$ cat src/rtl/uart_tx_fifo_if.sv
// Purpose : bundles the producer write port, FIFO status and transmitter handshake of uart_tx_fifo.
// Latency : wires only, no storage.
// Backpressure: none in the bundle itself; the full/overflow flags report drops back to the producer.
// Ports   : wr_data/wr_en (producer -> FIFO), full/empty/count/overflow (status),
//           tx_data/tx_send (FIFO -> transmitter), tx_busy (transmitter -> FIFO).
interface uart_tx_fifo_if #(
  parameter int ADDR_W = 4
);
  logic [7:0]      wr_data;
  logic            wr_en;
  logic            full;
  logic            empty;
  logic [ADDR_W:0] count;
  logic            overflow;
  logic [7:0]      tx_data;
  logic            tx_send;
  logic            tx_busy;

  // Producer + transmitter side
  modport master (
    output wr_data, wr_en, tx_busy,
    input  full, empty, count, overflow, tx_data, tx_send
  );

  // FIFO / send sequencer side
  modport slave (
    input  wr_data, wr_en, tx_busy,
    output full, empty, count, overflow, tx_data, tx_send
  );
endinterface

$ cat src/rtl/uart_tx_fifo.sv
// Purpose : circular byte FIFO feeding a UART transmitter through its data/send/busy handshake.
// Latency : first tx_send pulse two cycles after the accepted write; then busy time + 3 cycles per byte.
// Backpressure: writes while full are dropped and latch the sticky overflow flag; no stall to the producer.
// Ports   : clk (rising edge), reset (synchronous, active low),
//           bus (slave modport: wr_data/wr_en in, full/empty/count/overflow out,
//                tx_data/tx_send out, tx_busy in).
module uart_tx_fifo #(
  parameter int ADDR_W    = 4,
  parameter int BUSY_WAIT = 8
) (
  input  logic          clk,
  input  logic          reset,
  uart_tx_fifo_if.slave bus
);

  localparam logic [ADDR_W:0] FULL_CNT   = {1'b1, {ADDR_W{1'b0}}};
  localparam logic [7:0]      RETRY_LAST = 8'(BUSY_WAIT - 1);

  typedef enum logic [1:0] {
    S_IDLE,
    S_SEND,
    S_WAIT_HI,
    S_WAIT_LO
  } state_t;

  logic [7:0]        r_mem [2**ADDR_W];
  logic [ADDR_W-1:0] r_wr_ptr;
  logic [ADDR_W-1:0] r_rd_ptr;
  logic [ADDR_W:0]   r_count;
  logic              r_full;
  logic              r_empty;
  logic              r_overflow;
  logic [7:0]        r_tx_data;
  logic [7:0]        r_retry;
  state_t            r_state;

  state_t            w_state_nxt;
  logic [7:0]        w_retry_nxt;
  logic              w_wr_acc;
  logic              w_pop;
  logic [ADDR_W:0]   w_count_nxt;

  // Acceptance looks only at the registered full flag, so a pop in the
  // same cycle does not free a slot for this write.
  assign w_wr_acc = bus.wr_en && !r_full;
  assign w_pop    = (r_state == S_IDLE) && !r_empty;

  always_comb begin
    w_count_nxt = r_count;
    case ({w_wr_acc, w_pop})
      2'b10:   w_count_nxt = r_count + (ADDR_W+1)'(1);
      2'b01:   w_count_nxt = r_count - (ADDR_W+1)'(1);
      default: w_count_nxt = r_count;
    endcase
  end

  // Storage has no reset; contents are meaningless until written.
  always_ff @(posedge clk) begin
    if (w_wr_acc) begin
      r_mem[r_wr_ptr] <= bus.wr_data;
    end
  end

  always_ff @(posedge clk) begin
    if (!reset) begin
      r_wr_ptr   <= '0;
      r_rd_ptr   <= '0;
      r_count    <= '0;
      r_full     <= 1'b0;
      r_empty    <= 1'b1;
      r_overflow <= 1'b0;
      r_tx_data  <= '0;
      r_retry    <= '0;
      r_state    <= S_IDLE;
    end else begin
      r_state <= w_state_nxt;
      r_retry <= w_retry_nxt;
      r_count <= w_count_nxt;
      r_full  <= (w_count_nxt == FULL_CNT);
      r_empty <= (w_count_nxt == '0);
      if (w_wr_acc) begin
        r_wr_ptr <= r_wr_ptr + ADDR_W'(1);
      end
      if (bus.wr_en && r_full) begin
        r_overflow <= 1'b1;
      end
      if (w_pop) begin
        r_tx_data <= r_mem[r_rd_ptr];
        r_rd_ptr  <= r_rd_ptr + ADDR_W'(1);
      end
    end
  end

  // WAIT_HI gives the transmitter BUSY_WAIT cycles to raise busy; if it
  // never does, the same byte is offered again with a fresh send pulse.
  always_comb begin
    w_state_nxt = r_state;
    w_retry_nxt = r_retry;
    case (r_state)
      S_IDLE: begin
        if (!r_empty) begin
          w_state_nxt = S_SEND;
        end
      end
      S_SEND: begin
        w_retry_nxt = '0;
        w_state_nxt = S_WAIT_HI;
      end
      S_WAIT_HI: begin
        if (bus.tx_busy) begin
          w_state_nxt = S_WAIT_LO;
        end else if (r_retry == RETRY_LAST) begin
          w_state_nxt = S_SEND;
        end else begin
          w_retry_nxt = r_retry + 8'd1;
        end
      end
      S_WAIT_LO: begin
        if (!bus.tx_busy) begin
          w_state_nxt = S_IDLE;
        end
      end
      default: w_state_nxt = S_IDLE;
    endcase
  end

  assign bus.full     = r_full;
  assign bus.empty    = r_empty;
  assign bus.count    = r_count;
  assign bus.overflow = r_overflow;
  assign bus.tx_data  = r_tx_data;
  assign bus.tx_send  = (r_state == S_SEND);

endmodule

$ cat src/flat_wrapper.sv
// flat-port wrapper written by rule: the top's interface ports become plain ports
module uart_tx_fifo_flat 
#(
  parameter int ADDR_W    = 4,
  parameter int BUSY_WAIT = 8
)
  (clk, reset, bus_wr_data, bus_wr_en, bus_tx_busy, bus_full, bus_empty, bus_count, bus_overflow, bus_tx_data, bus_tx_send);
  uart_tx_fifo_if #(.ADDR_W(ADDR_W)) bus_i ();
  input  logic clk;
  input  logic reset;
  input wire logic [$bits(bus_i.wr_data)-1:0] bus_wr_data;
  input wire logic [$bits(bus_i.wr_en)-1:0] bus_wr_en;
  input wire logic [$bits(bus_i.tx_busy)-1:0] bus_tx_busy;
  output wire logic [$bits(bus_i.full)-1:0] bus_full;
  output wire logic [$bits(bus_i.empty)-1:0] bus_empty;
  output wire logic [$bits(bus_i.count)-1:0] bus_count;
  output wire logic [$bits(bus_i.overflow)-1:0] bus_overflow;
  output wire logic [$bits(bus_i.tx_data)-1:0] bus_tx_data;
  output wire logic [$bits(bus_i.tx_send)-1:0] bus_tx_send;
  assign bus_i.wr_data = bus_wr_data;
  assign bus_i.wr_en = bus_wr_en;
  assign bus_i.tx_busy = bus_tx_busy;
  assign bus_full = bus_i.full;
  assign bus_empty = bus_i.empty;
  assign bus_count = bus_i.count;
  assign bus_overflow = bus_i.overflow;
  assign bus_tx_data = bus_i.tx_data;
  assign bus_tx_send = bus_i.tx_send;
  uart_tx_fifo #(.ADDR_W(ADDR_W), .BUSY_WAIT(BUSY_WAIT)) u_core (.clk(clk), .reset(reset), .bus(bus_i));
endmodule
$ cat config.mk
export PLATFORM = sky130hd
export DESIGN_NAME = uart_tx_fifo_flat
export DESIGN_NICKNAME = d
export VERILOG_FILES = /design/src/rtl/uart_tx_fifo_if.sv /design/src/rtl/uart_tx_fifo.sv /design/src/flat_wrapper.sv
export SDC_FILE = /design/constraint.sdc
export NUM_CORES = 1
export LEC_CHECK = 0
export ABC_AREA = 1
export BUFFER_PORTS_ARGS = -buffer_cell sky130_fd_sc_hd__buf_2
export CAP_MARGIN = 5
export CORE_MARGIN = 10
export CORE_UTILIZATION = 55
export DETAILED_ROUTE_END_ITERATION = 12
export PLACE_DENSITY = 0.75
export SLEW_MARGIN = 15
export SYNTH_ARGS = -nofsm -noshare
export SYNTH_HDL_FRONTEND = slang
export SYNTH_SLANG_ARGS = --single-unit
$ cat constraint.sdc
create_clock -name clk -period 1.8 [get_ports clk]
set_input_delay 0.09 -clock clk [delete_from_list [all_inputs] [get_ports clk]]
set_output_delay 0.09 -clock clk [all_outputs]
set_load 0.01 [all_outputs]
==> results of run 1 <==
-- sequential cells by signal, summed over array words and instances (netlist names) --
| signal | cells |
|---|---|
| u_core.r_state | 2 |
| u_core.bus.tx_data | 8 |
| u_core.bus.full | 1 |
| u_core.r_mem | 128 |
| u_core.bus.count | 5 |
| u_core.bus.empty | 1 |
| u_core.r_wr_ptr | 4 |
| u_core.bus.overflow | 1 |
| u_core.r_retry | 8 |
| u_core.r_rd_ptr | 4 |
-- routing by layer --
metal	share of wire	wire length, um
met1	0.41	6370
met2	0.50	7860
met3	0.064	992
met4	0.023	354
met5	0	0
-- worst min-delay path, stage by stage --
cell and delay [ns]:
buf_2 0.09, inv_1 0.10, a311oi_1 0.09
-- synth_stat cells, drive strengths merged --
| cell | n |
|---|---|
| ha | 8 |
| o221ai | 8 |
| nor4 | 2 |
| clkbuf | 10 |
| nand2 | 45 |
| a2111oi | 1 |
| o21ai | 71 |
| xor2 | 5 |
| nor3 | 4 |
| inv | 40 |
| buf | 20 |
| clkinv | 2 |
| nor2 | 128 |
| o211ai | 33 |
| nand3b | 1 |
| a21oi | 17 |
| nand3 | 39 |
| edfxtp | 128 |
| dfxtp | 34 |
| nand4 | 6 |
| a311oi | 1 |
-- timing repair --
action / in CTS / in global routing
hold buffers: 1 / 0
hold endpoints to repair: 1 / 0
pin swaps: 1 / 9
resized for setup: 5 / 17
gates cloned: 0 / 1
setup buffers: 1 / 3
endpoints found under the setup margin: 2 / 5
-- worst max path at each step --
stage / startpoint / end / slack (ns)
2_1_floorplan: u_core.r_state[0] / u_core.bus.full / 0.02
3_3_place_gp: u_core.bus.full / u_core.bus.empty / 0.10
3_5_place_dp: u_core.bus.full / u_core.bus.empty / -0.03
4_1_cts: u_core.r_state[0] / u_core.bus.empty / 0.004
5_1_grt: u_core.r_state[1] / u_core.bus.full / -0.09
6_report: u_core.r_state[1] / u_core.bus.empty / 0.03
-- layout make-up --
class	instances	share of cell area
inverter	42	0.0206
clock inverter	13	0.0160
clock buffer	19	0.0549
sequential	162	0.575
multi-input combinational	369	0.251
timing repair buffer	63	0.0594
tap	147	0.0233
-- stage by stage --
stage	power, W	setup TNS [ns]	hold WS (ns)	instance area (um2)	setup slack [ns]
detailed placement	0.00789	-0.0512	0.367	7180	-0.0278
floorplan	0.00687	0	0.189	6760	0.0182
global placement	0.00772	0	0.358	7180	0.104
global route	0.0122	-0.183	0.0363	7880	-0.0898
CTS	0.0113	0	0.00366	7770	0.00408
finish	0.0116	0	0.00440	7880	0.0285
-- report_power, final --
part / internal [W] / switching (W)
sequential: 0.00432 / 0.000205
combinational: 0.00132 / 0.00237
clock: 0.00192 / 0.00145
total: 0.00756 / 0.00402
-- cell families (layout without fill, tap and decap cells) --
kind of cell / after synthesis / in the layout
AND/OR/NAND/NOR: 225 / 225
flip-flops: 162 / 162
AO/OA/AOI/OAI: 131 / 131
buffers and inverters: 72 / 137
adder cells (fa/ha/maj): 8 / 8
XOR/XNOR: 5 / 5
==> results.cfg, run 1 <==
[run_status]
status = finished, final reports clean

[yosys]
synth_xor_area_frac = 0.00649
ys_seq_elements = 162
synth.mux.area_fraction = 0
yosysTopAreaCell = edfxtp_1
synth_nets = 623
syn_inst = 603
synth_top_area_frac = 0.570
yosys.area_share.simple = 0.145
avgSynthCellArea_um2 = 11.2
synth_area_um2 = 6740
yosysSeqAreaShare = 0.671
synth_cell_types = 30
synth_top_family_by_area = simple AND/OR/NAND/NOR gates
yosys.area_share.adder = 0.0148
synth_compound_area_frac = 0.115
ys_top_cells_by_area = edfxtp_1 57%, dfxtp_1 10%, nor2_1 6.8%
ys.warnings.count = 0

[place]
gp_congestion = 0.837
hpwl_mm = 9.57
portBuffers = 28
placed_cells = 777

[timing]
fin_crit_ns = 1.77
finalMaxSlewViolations = 0
slew_headroom = 0.756
hold_viol = 0
min_period_over_period = 0.984
worst_slew_pin_slew_ns = 0.366
clock_skew_ns = 0.00769
grt_setup_unrepaired = yes
fmax_mhz = 564
finalSetupViolCount = 0

[critical_path]
crit_buf_inv = 0
reg2reg_from = u_core.r_state[1]
worstPathRequired_ns = 2.15
worstPathArrival_ns = 2.12
crit_path_start_kind = flop
reg2reg_setup_slack_ns = 0.03
reg2reg_depth = 12
cp-end-kind = flop
crit_chain = nor2_4 -> nand3_4 -> nand2_2 -> nand2_2 -> ha_4 -> a21oi_4 -> nand3_1 -> nand3_1 -> nand2_1 -> nor2_2 -> nand3_2 -> o21ai_1
crit_family = simple AND/OR/NAND/NOR gates
r2r_end = u_core.bus.empty
critPathMaxFanout = 5
crit_path_top_delay_cell = dfxtp_4
critical_path_depth = 12
slowest_delay_ns = 0.36
path_class = flop to flop

[clock_tree]
tritoncts = done
cts_max_level = 4
clk-insertion-delay-late_ns = 0.42
cts-root-buf = clkbuf_16
clkTransAtPathRegs_ns = 0.06
numCtsBuffers = 17
cts.sinks = 162
clockBufferDepth = 2

[detailed_routing]
finalWirelength_mm = 15.6
drt-initial-drc-count = 557
wire_per_inst_um = 19.1
ant_nets = 0
num_vias = 4767
route.detailed.drc = 0
via_per_inst = 5.85
firstDrtPassIters = 5

[hold_path]
worst_hold_path.endpoint = u_core.r_state[1]
hold_path_startpoint = bus_tx_busy
holdPathStages = 3
hp-class = input port to flop

[global_route]
grt_pass1_vias = 4788
gr-usage-met1 = 0.231
globalRoute.totalOverflow = 0
grt_max_degree = 67
grt.busiest_layer = met2
met2_usage = 0.323
antenna_found_initial = 0
grtUsageTotal = 0.189
grtUsageMet3 = 0.0411
grt_pass1_wl_mm = 24.7

[floorplan]
dieArea_um2 = 17100
die_h_um = 131
std_cell_rows = 40
fp.dieW_um = 131
start_util = 0.561
core_um2 = 12000
boundaryPins = 29

[final_layout]
finalNonFillerCells = 815
fillers = 840
areaGrowthSynthToFinish_pct = 16.9
final_layout_size_suffix_gt1_frac = 0.187
num_antenna_cells = 0
final_common_cell = edfxtp_1
final_core_util = 0.656
seq_area_um2 = 4530
final_nets = 675
multi_input_area_um2 = 1980
final_cell_mix = 128 x edfxtp_1, 121 x nor2_1, 65 x o21ai_0

[pwr]
peakVddDrop_mv = 0.673
p_leak_nw = 2.85
powerDensity_nw_per_um2 = 1470

[job]
drv_cap = 0
(Power assumes the default switching activity.)
==> inputs of run 2 (changes only) <==
MAX_ROUTING_LAYER = met4   (was not set)
==> run 2 against run 1 <==
  * Maximum frequency fell by 1.2%
  * Clock power rose by 2%
  * Combinational power fell by 5%
  * Largest cell class unchanged
==> results.cfg, run 2 (synthesis gave the netlist of run 1 again) <==
[place]
hpwl_mm = 9.54
gp_congestion = 0.840
portBuffers = 28
dp_slack_ns = 0.0151
placed_cells = 780

[clock_tree]
clockBufferDepth = 2
tritoncts = done
clk-insertion-delay-late_ns = 0.42
numCtsBuffers = 17
clkTransAtPathRegs_ns = 0.06
cts_max_level = 4
cts-root-buf = clkbuf_16
cts.sinks = 162

[floorplan]
dieArea_um2 = 17100
die_h_um = 131
std_cell_rows = 40
core_um2 = 12000
start_util = 0.561
boundaryPins = 29
fp.dieW_um = 131

[critical_path]
worstPathArrival_ns = 2.09
crit_path_top_delay_cell = dfxtp_4
crit_chain = nor2_4 -> nand3_4 -> nand2_2 -> nand2_2 -> ha_4 -> a21oi_4 -> inv_2 -> nand2_1 -> nand3_2 -> nand2_1 -> nor2_1 -> nand3_1 -> o21ai_1
reg2reg_from = u_core.r_state[0]
slowest_delay_ns = 0.36
path_class = flop to flop
critPathMaxFanout = 6
cp-end-kind = flop
crit_buf_inv = 1
reg2reg_setup_slack_ns = 0.008
reg2reg_depth = 13
r2r_end = u_core.bus.empty
crit_path_start_kind = flop
crit_family = simple AND/OR/NAND/NOR gates
worstPathRequired_ns = 2.10

[detailed_routing]
drt-initial-drc-count = 454
via_per_inst = 5.79
route.detailed.drc = 0
wire_per_inst_um = 18.3
finalWirelength_mm = 14.9
ant_nets = 0
num_vias = 4723
firstDrtPassIters = 5

[timing]
hold_viol = 0
fin_hold_ws_ns = 0.0485
slew_headroom = 0.749
fin_ws_ns = 0.00769
finalSetupViolCount = 0
finalMaxSlewViolations = 0
min_period_over_period = 0.996
grt_setup_unrepaired = yes
fmax_mhz = 558
fin_crit_ns = 1.79
worst_slew_pin_slew_ns = 0.367
clock_skew_ns = 0.00803

[pwr]
p_leak_nw = 2.85
totalPowerFinal_w = 0.0115
sequentialPowerShare = 0.393
switching_share = 0.347
power_frac_clock = 0.300
powerDensity_nw_per_um2 = 1460
power_switching_w = 0.00398
peakVddDrop_mv = 0.600
intPower_w = 0.00750
comb_power_share = 0.306

[final_layout]
final_common_cell = edfxtp_1
final_core_util = 0.656
fillers = 854
finalNonFillerCells = 816
final_nets = 676
largest_register = u_core.r_mem
final_cell_mix = 128 x edfxtp_1, 121 x nor2_1, 65 x o21ai_0
areaGrowthSynthToFinish_pct = 16.8
largest_reg_flops = 128
num_antenna_cells = 0
final_layout_size_suffix_gt1_frac = 0.190

[job]
drv_cap = 0

[global_route]
grt_max_degree = 51
globalRoute.totalOverflow = 0
grtUsageTotal = 0.185
grt_pass1_wl_mm = 23.1
grt_pass1_vias = 4381
antenna_found_initial = 0

[run_status]
status = finished, final reports clean

[hold_path]
hold_path_startpoint = reset
hp-class = input port to flop
holdPathStages = 5
worst_hold_path.endpoint = u_core.r_retry[2]
## run 2: timing repair
| action | CTS | global route |
|---|---|---|
| resized for setup | 1 | 17 |
| buffers inserted | 0 | 2 |
| hold endpoints to repair | 2 | 0 |
| endpoints found under the setup margin | 1 | 4 |
| hold buffers | 2 | 0 |
| pin swaps | 0 | 12 |
## run 2: area by class of cell
class                           count  area [um2]  share of cell area
Multi-Input combinational cell    369        1980               0.251
Tap cell                          147         184              0.0233
Timing Repair Buffer               64         453              0.0575
Clock buffer                       18         429              0.0545
Clock inverter                     14         145              0.0184
Sequential cell                   162        4530               0.575
Inverter                           42         160              0.0203
## run 2: power groups by stage
stage / clock network (W) / logic, W / registers (W)
floorplan: 0 / 0.00226 / 0.00461
global placement: 0 / 0.00324 / 0.00456
detailed placement: 0 / 0.00333 / 0.00458
CTS: 0.00351 / 0.00334 / 0.00451
global route: 0.00364 / 0.00390 / 0.00454
finish: 0.00345 / 0.00352 / 0.00452
## run 2: how the worst max path moves through the flow
stage                            from                to  depth (start not counted)
floorplan           u_core.r_state[0]   u_core.bus.full                         14
global placement      u_core.bus.full  u_core.bus.empty                         13
detailed placement    u_core.bus.full   u_core.bus.full                         15
CTS                 u_core.r_state[1]   u_core.bus.full                         14
global route        u_core.r_state[0]  u_core.bus.empty                         12
finish              u_core.r_state[0]  u_core.bus.empty                         13
## run 2: routing by layer
metal	wire length [um]	track usage
met2	7430	0.288
met1	6180	0.234
met3	968	0.0326
met4	362	0.0831
met5	0	-
## run 2: stage by stage
stage | setup TNS, ns | cell area [um2]
2_1_floorplan | 0 | 6760
3_3_place_gp | 0 | 7200
5_1_grt | -0.298 | 7880
6_report | 0 | 7880
4_1_cts | 0 | 7800
3_5_place_dp | 0 | 7200
## run 2: worst reg2reg max path: stages, from the launching register on
cell and delay [ns]:
dfxtp_4 0.36, nor2_4 0.20, nand3_4 0.12, nand2_2 0.09
nand2_2 0.07, ha_4 0.17, a21oi_4 0.14, inv_2 0.07
nand2_1 0.09, nand3_2 0.10, nand2_1 0.07, nor2_1 0.04
nand3_1 0.08, o21ai_1 0.07
